### config.mk
export PLATFORM = sky130hd
export DESIGN_NAME = alu_arbiter
export DESIGN_NICKNAME = d
export VERILOG_FILES = /design/src/rtl/alu_arbiter.sv
export SDC_FILE = /design/constraint.sdc
export NUM_CORES = 1
export LEC_CHECK = 0
export ABC_AREA = 1
export BUFFER_PORTS_ARGS = -buffer_cell sky130_fd_sc_hd__buf_2
export CAP_MARGIN = 25
export CORE_AREA = 5 5 120 122
export CTS_CLUSTER_SIZE = 14
export DETAILED_ROUTE_END_ITERATION = 10
export DIE_AREA = 0 0 125 127
export GPL_ROUTABILITY_DRIVEN = 0
export GPL_TIMING_DRIVEN = 0
export SETUP_SLACK_MARGIN = 0.4
export SLEW_MARGIN = 20
export SYNTH_ARGS = -nofsm -noshare
export SYNTH_HDL_FRONTEND = slang
export SYNTH_SLANG_ARGS = --single-unit
export TNS_END_PERCENT = 50
### constraint.sdc
create_clock -name clk -period 5.95 [get_ports clk]
set_input_delay 1.4875 -clock clk [delete_from_list [all_inputs] [get_ports clk]]
set_output_delay 1.4875 -clock clk [all_outputs]
set_load 0.01 [all_outputs]
### src/rtl/alu_arbiter.sv
// Two-requester round-robin front end for a shared combinational ALU, with a one-entry response register.
// Optional macro ALU_ARBITER_OPCHECK_EN: flags control codes 1010-1111 as illegal (rsp_err=1, result and flags zeroed).
module alu_arbiter #(
    parameter int TAGW = 4
) (
    input  logic            clk,
    input  logic            rst,
    input  logic            req0_valid,
    output logic            req0_ready,
    input  logic [31:0]     req0_a,
    input  logic [31:0]     req0_b,
    input  logic [3:0]      req0_op,
    input  logic [TAGW-1:0] req0_tag,
    input  logic            req1_valid,
    output logic            req1_ready,
    input  logic [31:0]     req1_a,
    input  logic [31:0]     req1_b,
    input  logic [3:0]      req1_op,
    input  logic [TAGW-1:0] req1_tag,
    output logic [31:0]     alu_a,
    output logic [31:0]     alu_b,
    output logic [3:0]      alu_ctrl,
    input  logic [31:0]     alu_result,
    input  logic [3:0]      alu_flags,
    output logic            rsp_valid,
    input  logic            rsp_ready,
    output logic [31:0]     rsp_result,
    output logic [3:0]      rsp_flags,
    output logic [TAGW-1:0] rsp_tag,
    output logic            rsp_src,
    output logic            rsp_err,
    output logic [15:0]     op_count
);

    typedef enum logic {IDLE, HOLD} state_t;

    state_t          state, state_next;
    logic            last_grant;
    logic            gnt0, gnt1;
    logic            can_accept, accept;
    logic [TAGW-1:0] gnt_tag;
    logic [31:0]     cap_result;
    logic [3:0]      cap_flags;

    // On contention the requester that did not win last time gets the grant.
    always_comb begin
        gnt0       = req0_valid & (~req1_valid | last_grant);
        gnt1       = req1_valid & (~req0_valid | ~last_grant);
        can_accept = (state == IDLE) | rsp_ready;
        accept     = (gnt0 | gnt1) & can_accept;
        req0_ready = gnt0 & can_accept;
        req1_ready = gnt1 & can_accept;
    end

    always_comb begin
        alu_a    = '0;
        alu_b    = '0;
        alu_ctrl = '0;
        gnt_tag  = '0;
        if (gnt1) begin
            alu_a    = req1_a;
            alu_b    = req1_b;
            alu_ctrl = req1_op;
            gnt_tag  = req1_tag;
        end else if (gnt0) begin
            alu_a    = req0_a;
            alu_b    = req0_b;
            alu_ctrl = req0_op;
            gnt_tag  = req0_tag;
        end
    end

    always_ff @(posedge clk or posedge rst) begin
        if (rst) begin
            state <= IDLE;
        end else begin
            state <= state_next;
        end
    end

    // A new accept always lands in HOLD, even if the old response drains in the same cycle.
    always_comb begin
        state_next = state;
        rsp_valid  = (state == HOLD);
        if (accept) begin
            state_next = HOLD;
        end else if ((state == HOLD) && rsp_ready) begin
            state_next = IDLE;
        end
    end

`ifdef ALU_ARBITER_OPCHECK_EN
    logic illegal_op;
    logic err_q;

    assign illegal_op = (alu_ctrl > 4'd9);
    assign cap_result = illegal_op ? 32'd0 : alu_result;
    assign cap_flags  = illegal_op ? 4'd0 : alu_flags;
    assign rsp_err    = err_q;

    always_ff @(posedge clk or posedge rst) begin
        if (rst) begin
            err_q <= 1'b0;
        end else if (accept) begin
            err_q <= illegal_op;
        end
    end
`else
    assign cap_result = alu_result;
    assign cap_flags  = alu_flags;
    assign rsp_err    = 1'b0;
`endif

    always_ff @(posedge clk or posedge rst) begin
        if (rst) begin
            rsp_result <= '0;
            rsp_flags  <= '0;
            rsp_tag    <= '0;
            rsp_src    <= 1'b0;
            op_count   <= '0;
            last_grant <= 1'b1;
        end else if (accept) begin
            rsp_result <= cap_result;
            rsp_flags  <= cap_flags;
            rsp_tag    <= gnt_tag;
            rsp_src    <= gnt1;
            op_count   <= op_count + 16'd1;
            last_grant <= gnt1;
        end
    end

endmodule

======== Word level (Yosys, flattened, before mapping) ========
Index checks and enable logic that the tools add are counted.
storage, ports and cells
  bits in registers ....................... 59
  bits of input ports ..................... 185
  output and inout bits ................... 129
  logic and storage cells ................. 33
operators by class
  add/subtract/negate cells ............... 1
  mux-type cells .......................... 10
  bitwise gates (word level) .............. 13
  reductions and logical operators ........ 2
operators by type and width
  cell                   number
  $mux 32                4
  $add 16x1->16 const B  1
  $mux 4                 4
  $and 1x1->1            5
  $not 1->1              4
  $or 1x1->1             4
  $mux 1                 2
  $reduce_bool 2->1      1
  $logic_and 1x1->1      1

======== Depth between registers and ports, before layout ========
  depth in word-level cells ............... 6
  mapped depth ............................ 8
  mapped depth without buffers ............ 8

======== Least setup slack after synthesis ========
OpenSTA, ideal clock, no wires.
  path kind ............................... input to output
  from .................................... input req0_valid
  to ...................................... output alu_a[15]
  arrival ................................. 2157 ps
  required time ........................... 4463 ps
  setup slack ............................. 2305 ps
  stages .................................. 4
  buffers on the path ..................... 1
  cell sequence ........................... nand2_1 > clkbuf_1 > nand3_1 > o21ai_0
between the ends
  longest elaborated chain between the ends .. 4
  elaborated cells between the ends (all ways) .. 6
  those cells by class .................... 2 x mux; 4 x bitwise
RTL lines
  element      RTL line  source
  from (decl)  8         input logic req0_valid,
  $not 1->1    48        gnt1 = req1_valid & (~req0_valid | ~last_grant);
  $or 1x1->1   48
  $and 1x1->1  48
  $mux 32 (*)  60        if (gnt1) begin
  to (decl)    20        output logic [31:0] alu_a,
Every way passes the cells marked *; elsewhere a longest branch is shown, timed or not.

======== Worst setup path in the final report ========
  from .................................... input req1_valid
  to ...................................... output alu_a[5]
between the ends
  longest elaborated chain between the ends .. 5
  elaborated cells between the ends (all ways) .. 6
  those cells by class .................... 2 x mux; 4 x bitwise
RTL lines
  element      RTL line  source
  from (decl)  14        input logic req1_valid,
  $not 1->1    47        gnt0 = req0_valid & (~req1_valid | last_grant);
  $or 1x1->1   47
  $and 1x1->1  47
  $mux 32      65        end else if (gnt0) begin
  $mux 32 (*)  60
Marks and branches as above.

==> out/summary.txt <==
IO Count - 314
initial core utilization - 27.5%
synthesis-to-layout area growth - 57.7%
Hold Vio Cnt, Final - 0
worst endpoint required time - 4.46 ns
post-detail-place hpwl - 13.0 mm
Die Area - 0.0159 mm²
initial antenna violation count - 5
cts bufs inserted - 9
Min Hold Slack - 0.470 ns
worst path bufs/invs - 4
Tmin final - 4.26 ns
Compound-Gate Fraction of Synth Area - 10.2%
CTS HTree Levels - 3
Mean Syn Cell Area - 6.68 µm²
CP max stage delay - 0.44 ns
crit share post-route - 71.6%
first-pass GRT wire length - 24.0 mm
Least-Margin Pin Slew - 0.546 ns
synthesized cell area - 0.00360 mm²
Clk pin slew, worst setup/hold paths - 0.05 ns
skew final - 0.00462 ns
GR Overflow Total - 0
vias in the first global route - 4533
row count - 42
antenna-violating nets left - 0
nature of the critical path endpoint - output port
post-route cell area - 0.00568 mm²
worst-path fanout max - 10
port bufs - 312
largest net degree at the start of global routing - 36
drt total wl - 15.9 mm
Clock Tree Root - clkbuf_16
All-Layer GR Usage - 18.8%
most used cell, CP - buf_2
clk buf depth - 2
Worst EP arrival - 2.77 ns
Max VDD drop - 0.000170 V
crit path launch type - primary input
largest family of logic cells by synthesized area - simple AND/OR/NAND/NOR gates
hold buffers post-CTS - 0
area post-placement - 0.00541 mm²
CTS tree - built
Chip Height - 127 µm
Syn Inst Count - 540
share of layout cells above drive strength 1 - 41.3%
Clock Sink Count - 59
NumNets Final - 1050
Clk Latency, worst-skew pair - 0.32 ns
Die Wd - 125 µm
adder-cell share of the synthesized area - 0.347%
simple-gate share of the synthesized area - 32.4%
CORE AREA - 0.0131 mm²
final non-filler cell total - 1050
max-cap viol count - 0
cell family with most CP delay - buffers and inverters
Synth Area in XOR/XNOR - 1.94%
CP Class - in -> out
Resize count post-CTS - 0
P per Cell Area - 254 mW/mm²
drc violations - 0
unrepaired setup endpoints after global routing - no
DR vias - 4615
drt wl/cell - 15.2 µm
Ys Warns - 0
DR pass1 iterations - 5
Distinct cells, synth - 22
Critical Path Slowest Stage Cell - o21ai_2
Relative slew margins - 63.6%
# setup viols final - 0
mux contribution to synthesized area - 0%
Max Transition Viols Final - 0
Inst Count DP - 1029
#FFs+latches synth - 59
Syn Nets - 726
leakage - 3.49 nW
status - finished clean
final core utilization - 43.4%
fmax - 235 MHz
Hold Crit Class - reg -> reg
vias per inst - 4.40
post-CTS setup repair buffer count - 0
Seq/Total Area, Yosys - 41.0%
worst-path cell chain - buf_2, inv_1, o21ai_2, buf_4, o21ai_0, buf_2
Total Neg Setup Slack - 0 ns
initial DRC count - 195
-- Yosys cell counts, drive strengths merged --
library cell | count | share of area [%]
nand2 | 162 | 17
inv | 89 | 9.3
and2 | 1 | 0.17
nand3 | 78 | 11
nand3b | 3 | 0.62
nor3 | 4 | 0.56
clkbuf | 8 | 1.0
dfrtp | 58 | 40
nor2 | 29 | 3.3
buf | 24 | 3.6
ha | 1 | 0.35
o21ai | 73 | 10
xor2 | 8 | 1.9
dfstp | 1 | 0.73
conb | 1 | 0.10
-- cell type report --
type                       count  area [µm²]
clock buffer                  16         262
tap                          176         220
timing repair buffer         313        1580
fill                        1399        7400
inverter                      89         337
multi-input combinational    360        1620
antenna                        5        12.5
sequential                    59        1480
buffer                        32         169
-- cell usage in the layout (no fill, tap or decap) --
master and count:
clkbuf_2 6, conb_1 1, ha_1 1, buf_6 1, nand2_1 161, nor2_2 1
clkbuf_1 8, buf_2 333, inv_1 88, buf_12 1, o21ai_0 72, nor2_4 1
diode_2 5, and2_1 1, clkbuf_16 9, o21ai_2 1, xor2_1 8, nor3_1 4
dfstp_2 1, nand3_1 78, nand2_2 1, inv_4 1, nand3b_1 3, nor2_1 27
buf_4 2, dfrtp_1 58, clkbuf_8 1
-- state kept, by name, indices dropped and copies added, names as in the netlist --
name and flops:
rsp_flags 4, rsp_src 1, last_grant 1, rsp_result 32, op_count 16, rsp_valid 1
rsp_tag 4
-- power breakdown --
part	switching, mW	total, mW	internal (mW)
sequential	0.0579	0.524	0.467
clock	0.164	0.458	0.294
combinational	0.267	0.461	0.194
total	0.490	1.44	0.954
-- cells by family after synthesis --
kind of cell | after synthesis
simple gates | 277
buf+inv | 121
compound gates | 73
flops | 59
xor+xnor | 8
fa+ha+maj | 1
other cells | 1
-- tightest hold or removal path: cells and delay by family, from the launching register on --
| family | cells | cell delay, ns |
|---|---|---|
| flops | 1 | 0.33 |
| simple gates | 2 | 0.10 |
-- layer usage --
layer / part of all wire [%] / vias to the layer above / GRT usage, %
met5: 0 / - / 0
met2: 49 / 213 / 32.4
met4: 2.2 / 0 / 6.57
li1: - / 2324 / -
met3: 8.6 / 30 / 5.97
met1: 40 / 2048 / 22.3
-- stage by stage --
stage,total power [mW],setup WS (ns)
global route,1.54,1.53
floorplan,0.755,2.31
finish,1.44,1.69
global placement,0.992,1.67
CTS,1.46,1.63
detailed placement,0.995,1.64
-- path summary, 6_finish.rpt --
check,slack [ns],endpoint,start,cells after the start
setup / recovery,1.69,alu_a[5],req1_valid,6
hold / removal,0.47,rsp_flags[1],rsp_flags[1],2
setup reg to reg,4.35,rsp_tag[0],last_grant,6
hold reg to reg,0.47,rsp_flags[1],rsp_flags[1],2
max in group asynchronous,4.26,last_grant,rst,3
min in group asynchronous,1.13,rsp_result[29],rst,2
(Power assumes the default switching activity.)
